===== config.mk =====
export PLATFORM = sky130hd
export DESIGN_NAME = ps2_kbd
export DESIGN_NICKNAME = d
export VERILOG_FILES = /design/src/rtl/ps2_kbd.sv
export SDC_FILE = /design/constraint.sdc
export NUM_CORES = 1
export LEC_CHECK = 0
export CAP_MARGIN = 20
export CORE_MARGIN = 2
export CORE_UTILIZATION = 50
export CTS_CLUSTER_DIAMETER = 80
export DETAILED_ROUTE_END_ITERATION = 8
export PLACE_DENSITY = 0.81
export SYNTH_ARGS = -nofsm -noshare
export SYNTH_HDL_FRONTEND = slang
export SYNTH_SLANG_ARGS = --single-unit

===== constraint.sdc =====
create_clock -name clk_i -period 5.6 [get_ports clk_i]
set_clock_uncertainty 0.05 [all_clocks]
set_input_delay 1.12 -clock clk_i [delete_from_list [all_inputs] [get_ports clk_i]]
set_output_delay 1.12 -clock clk_i [all_outputs]
set_load 0.01 [all_outputs]

===== src/rtl/ps2_kbd.sv =====
// ps2_kbd: PS/2 keyboard receiver with a scan-code FIFO behind a Wishbone slave.
// Conditioned clock/data lines feed an 11-bit frame deserializer; good bytes are queued.
`timescale 1ns/1ps
module ps2_kbd #(
    parameter int CLKFREQ    = 10000000,
    parameter int FILTER     = 8,
    parameter int TIMEOUT    = CLKFREQ / 5000,
    parameter int DEPTH_LOG2 = 4
) (
    input  logic        clk_i,
    input  logic        rst_i,
    input  logic        bus_cyc,
    input  logic        bus_stb,
    input  logic        bus_we,
    input  logic [3:0]  bus_adr,
    input  logic [3:0]  bus_sel,
    input  logic [31:0] bus_dat_w,
    output logic [31:0] bus_dat_r,
    output logic        bus_ack,
    input  logic        ps2_clk,
    input  logic        ps2_data,
    output logic        interrupt
);
    localparam int FW    = $clog2(FILTER + 1);
    localparam int WW    = $clog2(TIMEOUT + 1);
    localparam int DEPTH = 1 << DEPTH_LOG2;
    localparam int CW    = DEPTH_LOG2 + 1;

    typedef enum logic [1:0] {IDLE, DATA, PARITY, STOP} state_t;

    logic [1:0]    clk_sync, dat_sync;
    logic [FW-1:0] clk_cnt, dat_cnt;
    logic          clk_filt, dat_filt, clk_prev;
    logic          strobe;

    state_t        state;
    logic [2:0]    bit_cnt;
    logic [7:0]    shreg;
    logic          par_bit;
    logic [WW-1:0] wdog;
    logic          rx_push, rx_perr, rx_ferr;

    logic [7:0]            mem [DEPTH];
    logic [DEPTH_LOG2-1:0] rd_ptr, wr_ptr;
    logic [CW-1:0]         count, count_next;
    logic                  valid, full, pop, do_push, ovf_set;
    logic                  access, wr_stat, ie_next;
    logic                  ovf, perr, ferr, ie, busy;
    logic [31:0]           data_word, stat_word;
    logic                  unused_bits;

    // Lines idle high; the filter only follows FILTER matching samples in a row.
    always_ff @(posedge clk_i) begin
        if (rst_i) begin
            clk_sync <= 2'b11;
            dat_sync <= 2'b11;
            clk_cnt  <= '0;
            dat_cnt  <= '0;
            clk_filt <= 1'b1;
            dat_filt <= 1'b1;
            clk_prev <= 1'b1;
        end else begin
            clk_sync <= {clk_sync[0], ps2_clk};
            dat_sync <= {dat_sync[0], ps2_data};
            clk_prev <= clk_filt;
            if (clk_sync[1] == clk_filt) begin
                clk_cnt <= '0;
            end else if (clk_cnt == FW'(FILTER - 1)) begin
                clk_filt <= clk_sync[1];
                clk_cnt  <= '0;
            end else begin
                clk_cnt <= clk_cnt + 1'b1;
            end
            if (dat_sync[1] == dat_filt) begin
                dat_cnt <= '0;
            end else if (dat_cnt == FW'(FILTER - 1)) begin
                dat_filt <= dat_sync[1];
                dat_cnt  <= '0;
            end else begin
                dat_cnt <= dat_cnt + 1'b1;
            end
        end
    end

    assign strobe = clk_prev & ~clk_filt;

    always_ff @(posedge clk_i) begin
        if (rst_i) begin
            state   <= IDLE;
            bit_cnt <= '0;
            shreg   <= '0;
            par_bit <= 1'b0;
            wdog    <= '0;
            rx_push <= 1'b0;
            rx_perr <= 1'b0;
            rx_ferr <= 1'b0;
        end else begin
            rx_push <= 1'b0;
            rx_perr <= 1'b0;
            rx_ferr <= 1'b0;
            if (state == IDLE || strobe) begin
                wdog <= '0;
            end else begin
                wdog <= wdog + 1'b1;
            end
            if (state != IDLE && wdog == WW'(TIMEOUT)) begin
                state   <= IDLE;
                rx_ferr <= 1'b1;
            end else if (strobe) begin
                unique case (state)
                    IDLE: begin
                        if (!dat_filt) begin
                            state   <= DATA;
                            bit_cnt <= '0;
                        end
                    end
                    DATA: begin
                        shreg   <= {dat_filt, shreg[7:1]};
                        bit_cnt <= bit_cnt + 1'b1;
                        if (bit_cnt == 3'd7) state <= PARITY;
                    end
                    PARITY: begin
                        par_bit <= dat_filt;
                        state   <= STOP;
                    end
                    STOP: begin
                        state   <= IDLE;
                        rx_ferr <= ~dat_filt;
                        rx_perr <= ~^{shreg, par_bit};
                        rx_push <= dat_filt & ^{shreg, par_bit};
                    end
                    default: state <= IDLE;
                endcase
            end
        end
    end

    assign busy       = state != IDLE;
    assign access     = bus_cyc & bus_stb & ~bus_ack;
    assign valid      = count != '0;
    assign full       = count == CW'(DEPTH);
    assign pop        = access & ~bus_we & ~bus_adr[2] & valid & bus_sel[0];
    assign wr_stat    = access & bus_we & bus_adr[2];
    assign do_push    = rx_push & (~full | pop);
    assign ovf_set    = rx_push & full & ~pop;
    assign count_next = count + CW'(do_push) - CW'(pop);
    assign ie_next    = wr_stat ? bus_dat_w[16] : ie;

    assign data_word = valid ? {23'b0, 1'b1, mem[rd_ptr]} : 32'b0;
    assign stat_word = 32'(count)
                     | {7'b0, busy, 7'b0, ie, 5'b0, ferr, perr, ovf, 8'b0};

    always_ff @(posedge clk_i) begin
        if (do_push) mem[wr_ptr] <= shreg;
    end

    // Error bits: a set event in the same cycle as a W1C wins.
    always_ff @(posedge clk_i) begin
        if (rst_i) begin
            bus_ack   <= 1'b0;
            bus_dat_r <= '0;
            rd_ptr    <= '0;
            wr_ptr    <= '0;
            count     <= '0;
            ovf       <= 1'b0;
            perr      <= 1'b0;
            ferr      <= 1'b0;
            ie        <= 1'b0;
            interrupt <= 1'b0;
        end else begin
            bus_ack   <= access;
            bus_dat_r <= '0;
            if (access && !bus_we) begin
                bus_dat_r <= bus_adr[2] ? stat_word : data_word;
            end
            if (do_push) wr_ptr <= wr_ptr + 1'b1;
            if (pop) rd_ptr <= rd_ptr + 1'b1;
            count     <= count_next;
            ovf       <= (ovf  & ~(wr_stat & bus_dat_w[8]))  | ovf_set;
            perr      <= (perr & ~(wr_stat & bus_dat_w[9]))  | rx_perr;
            ferr      <= (ferr & ~(wr_stat & bus_dat_w[10])) | rx_ferr;
            ie        <= ie_next;
            interrupt <= ie_next & (count_next != '0);
        end
    end

    assign unused_bits = ^{bus_adr[3], bus_adr[1:0], bus_sel[3:1],
                           bus_dat_w[31:17], bus_dat_w[15:11], bus_dat_w[7:0]};
endmodule


After elaboration in Yosys (flattened, before gate mapping). Memories as Yosys holds them, arrays and structs flattened. A register that Yosys moved wholly into a read port is not among the register bits. Cells that the tools add are included.

Add/subtract/negate cells: 8. Eq/ne operators: 12. Bitwise operators: 41. Reductions and logical operators: 23. Multiplexer cells: 15.

Operator list (number): $mux 25 (1); $or 5x25->25 (1); $and 1x1->1 (20); $add 4x1->4 const B (4); $not 1->1 (16); $add 11x1->11 const B (1); $eq 11x11->1 const B (1); $reduce_bool 5->1 (2); $mux 9 (1); $reduce_and 3->1 (3); $reduce_xnor 9->1 (1); $reduce_xor 9->1 (1); $eq 4x3->1 const B (2); $mux 4 (2); $pmux 2 s4 (1); $mux 1 (6); $pmux 3 s2 (1); $reduce_or 2->1 (3); $reduce_or 3->1 (2); $add 5x1->5 (1); $eq 5x5->1 const B (1); $sub 5x1->5 (1); $eq 2x2->1 const B (2); $mux 2 (2); 15 further kinds (23).

Register bits: 94. Memory bits (writable): 128. Output and inout port bits: 34. Memories: 1. Input bits: 47. Word-level logic and storage cells: 125.

Memory list: mem (words 16, bits a word 8, read ports 1, clocked after memory_dff 1, wr ports 1, line 43) `logic [7:0] mem [DEPTH];`.

Logic depth before layout (Yosys ltp).
Word-level depth: 12. Depth in mapped cells: 12. Gate-level depth less buffers: 12.

Worst setup path before layout. OpenSTA, ideal clock, no wires.

Path kind: input port to flip-flop. Start: input bus_adr[2]. End: register interrupt. Data arrival time: 3079 ps. Required time: 5459 ps. Buffers on the path: 1. Setup time: 91 ps. Slack: 2380 ps. Stages: 9. Cell sequence: buf_2 nor4_4 o21ai_0 ha_1 fa_1 a21oi_1 o21bai_1 xnor2_1 a311oi_1.

Word-level cells in the longest chain between the ends: 10. Elaborated cells between the ends (all ways): 12. Those cells by class: add/sub: 2; mux: 1; bitwise: 8; reduce/logical: 1.

RTL lines: start, declared (line 15) `input logic [3:0] bus_adr,`; $not 1->1 (line 142) `assign pop = access & ~bus_we & ~bus_adr[2] & valid & bus_sel[0];`; $and 1x1->1 (3 in a row) (line 142); $or 1x1->1 (line 144) `assign do_push = rx_push & (~full | pop);`; $and 1x1->1 (line 144); $add 5x1->5 (line 146) `assign count_next = count + CW'(do_push) - CW'(pop);`; $sub 5x1->5 (line 146); $reduce_bool 5->1 (line 183) `interrupt <= ie_next & (count_next != '0);`; $and 1x1->1 (*) (line 183); end signal, assigned (line 183); end, declared (line 22) `output logic interrupt`.

Mark *: on every way between the ends. The rest lies on a longest branch, timed or not. A chain may end at the register's enable or synchronous reset.

Worst setup path after layout. Ends and elaborated chain as after synthesis.

==> flow_summary.toml <==
[status]
outcome = "complete, no violations"

[cts]
tritoncts = "yes"
postCtsSetupBuffers = 0
clk_pin_slew_ns = 0.06
cts_made_buffers = 20
cts_resized = 0
hold_buffers = 0
h-tree-depth = 1
clkSinkCount = 207
clk_path_buf_depth = 3
root_buffer = "clkbuf_16"
clk_latency_ns = 0.51

[layout]
antenna_cells = 0
area_delta_synth_final_pct = 12.19
nets = 671
drive_gt1_frac = 0.1475
stdcell_area_um2 = 9488

[sta]
worstMarginPinSlew_ns = 1.082
finalHoldViolations = 0
period_minus_slack_ns = 3.575
max_freq_ghz = 0.2797
relSlewSlack = 0.2785
setup-violations-final = 0
rsz0062_at_grt = "false"
tns_ns = 0
slew_violations = 0
fin_crit_sh = 0.6384

[yosys]
ys.warnings.count = 0
synth-main-ff-cell = "edfxtp_1"
avgSynthCellArea_um2 = 14.81
synth_cell_type_count = 64
yosys.area.top_type = "edfxtp_1"
yosysMostFrequentCell = "edfxtp_1"
ys_async_sr_fraction = 0
syn_inst = 571
ys_ff_latch = 207
synth-edff-count = 128
synth_seq_area_share = 0.6415
synth_commonest_cells = "128 x edfxtp_1, 79 x dfxtp_1, 49 x nor2_1"
yosys-top-cells-area = "edfxtp_1 45%, dfxtp_1 19%, mux4_2 8.5%, mux2i_1 3.7%, ha_1 3.0%"
syn_area_um2 = 8457
synth.top_cell.area_share = 0.4545

[detailed_routing]
ant_nets = 0
num_vias = 4616
vias_per_cell = 5.515
dr.pass1.iters = 5
post_drt_wl_per_cell_um = 18.68
drc_errors = 0
drt-initial-drc-count = 343
wl_um = 15630

[critical_path]
critPathBufInv = 1
reg2reg_slack_ns = 2.50
path_delay_family = "compound AO/OA/AOI/OAI gates"
cp_max_fo = 10
regToRegEndpoint = "interrupt"
slowest_stage = "clkdlybuf4s50_1"
crit_path_max_incr_delay_ns = 0.65
worstRegToRegCells = 11
critical_path_depth = 9
startpoint_type = "input pin"
endpoint = "interrupt"
required_ns = 5.96
timing.rr.start = "count[3]"
crit_start = "bus_adr[2]"
path_cells = "clkdlybuf4s50_1, nor4_4, o21ai_0, ha_1, fa_1, a21oi_1, o21bai_1, xnor2_1, a311oi_1"
cp.arrival_ns = 3.93
crit_path_end_kind = "flip-flop"
critPathKind = "in2reg"

[pwr]
powerDensity_nw_per_um2 = 315.6
leakage_nw = 3.164
ir_worst_vdd_uv = 183.6

[floorplan]
die_y_um = 134.1
io_pins = 81
die-area_um2 = 17970
rows = 47
die_x_um = 134.1
fp.coreArea_um2 = 16580
start_util = 0.5100

[global_routing]
grt_usage = 0.1802
grt_antenna_before_repair = 0
gr-total-overflow = 0
grt_max_degree = 51
grt_pass1_vias = 4887
grt_first_pass_wirelength_um = 25230

[min_path]
hold_path_class = "reg2reg"
worstHoldStart = "clk_sync[0]"

[place]
place_hpwl_um = 10320
gp_congestion = 0.7796
io_buffers = 27
placed_area_um2 = 8869

[job]
cap_violations = 0
-- sequential cells by signal, summed over array words and instances (netlist names), 2 cells and up, named ones only --
| register | flops |
|---|---|
| count | 5 |
| mem | 128 |
| dat_cnt | 4 |
| wdog | 11 |
| wr_ptr | 4 |
| clk_sync | 2 |
| bit_cnt | 3 |
| shreg | 8 |
| clk_cnt | 4 |
| state | 2 |
| dat_sync | 2 |
| rd_ptr | 4 |
| bus_dat_r | 13 |
-- worst register-to-register path: stages (launching register included) --
cell	delay, ns
dfxtp_1	0.39
inv_1	0.08
ha_1	0.22
nor4b_2	0.20
nor4_4	0.50
o21ai_0	0.18
ha_1	0.24
fa_1	0.42
a21oi_1	0.17
o21bai_1	0.09
xnor2_1	0.16
a311oi_1	0.29
-- placed cells by master, fill, tap and decap left out, types with 3 or more instances in the layout --
master and instances:
mux4_2 32, xnor2_1 19, nand3_1 15, nor2_1 49, and3_1 4, edfxtp_1 128
dfxtp_1 78, nand4_1 3, o221ai_1 3, or3_1 5, clkinv_2 5, nor3_1 12
buf_4 7, a21oi_1 15, ha_1 20, xor2_1 5, nand2_1 15, o22ai_1 3
mux2i_1 31, o21ai_0 4, clkdlybuf4s50_1 26, clkbuf_8 3, nor2b_1 5, or2_2 5
and2_1 3, clkbuf_16 20, nand2b_1 8, inv_1 17, conb_1 19
-- power by group --
group	switching, mW	total, mW	internal, mW
clock	0.550	1.25	0.700
combinational	0.0717	0.124	0.0526
sequential	0.0106	1.62	1.61
total	0.633	2.99	2.36
-- logic make-up (layout without fill, tap and decap cells) --
| family | after synthesis | count (layout) | synth area share |
|---|---|---|---|
| DFF | 207 | 207 | 0.6415 |
| and+or+nand+nor | 144 | 144 | 0.09439 |
| muxes | 64 | 64 | 0.1232 |
| buffers and inverters | 60 | 88 | 0.03832 |
| AOI/OAI and AO/OA | 49 | 49 | 0.04261 |
| xor gates and xnor gates | 25 | 25 | 0.02752 |
| adders and majority gates | 21 | 21 | 0.03196 |
| other | 1 | 19 | 0.0004434 |
-- how the worst min path moves through the flow --
| stage | endpoint | slack [ns] | depth (start not counted) |
|---|---|---|---|
| finish | clk_sync[1] | 0.36 | 1 |
| global route | dat_sync[1] | 0.37 | 1 |
| CTS | dat_sync[1] | 0.36 | 1 |
| detailed placement | dat_sync[1] | 0.35 | 1 |
| global placement | clk_sync[1] | 0.34 | 1 |
| floorplan | clk_sync[1] | 0.34 | 1 |
-- routing by layer --
metal | part of all wire | routed length, µm | track usage
met1 | 0.39 | 6042 | 0.2113
met2 | 0.54 | 8432 | 0.3348
met3 | 0.042 | 655 | 0.02872
met4 | 0.032 | 503 | 0.06433
met5 | 0 | 0 | 0
-- cell type report --
type | count | area (µm²)
inverter | 18 | 67.56
clock inverter | 11 | 70.07
clock buffer | 25 | 549.3
multi-input combinational | 322 | 2781
fill | 1268 | 7096
tap | 220 | 275.3
timing repair buffer | 34 | 317.8
sequential | 207 | 5426
-- through the flow --
stage          instances  setup slack, ns  hold WS [ns]  utilization  power (mW)
6_report             837            2.025        0.3605       0.5721       2.994
5_1_grt              837            1.848        0.3695       0.5721       3.081
4_1_cts              837            2.046        0.3640       0.5721       3.010
3_5_place_dp         801            1.579        0.3525       0.5348       1.773
3_3_place_gp         801            1.630        0.3428       0.5348       1.768
2_1_floorplan        589            2.380        0.3395            -       1.750
Note: power is estimated with default switching activity, not from simulation.
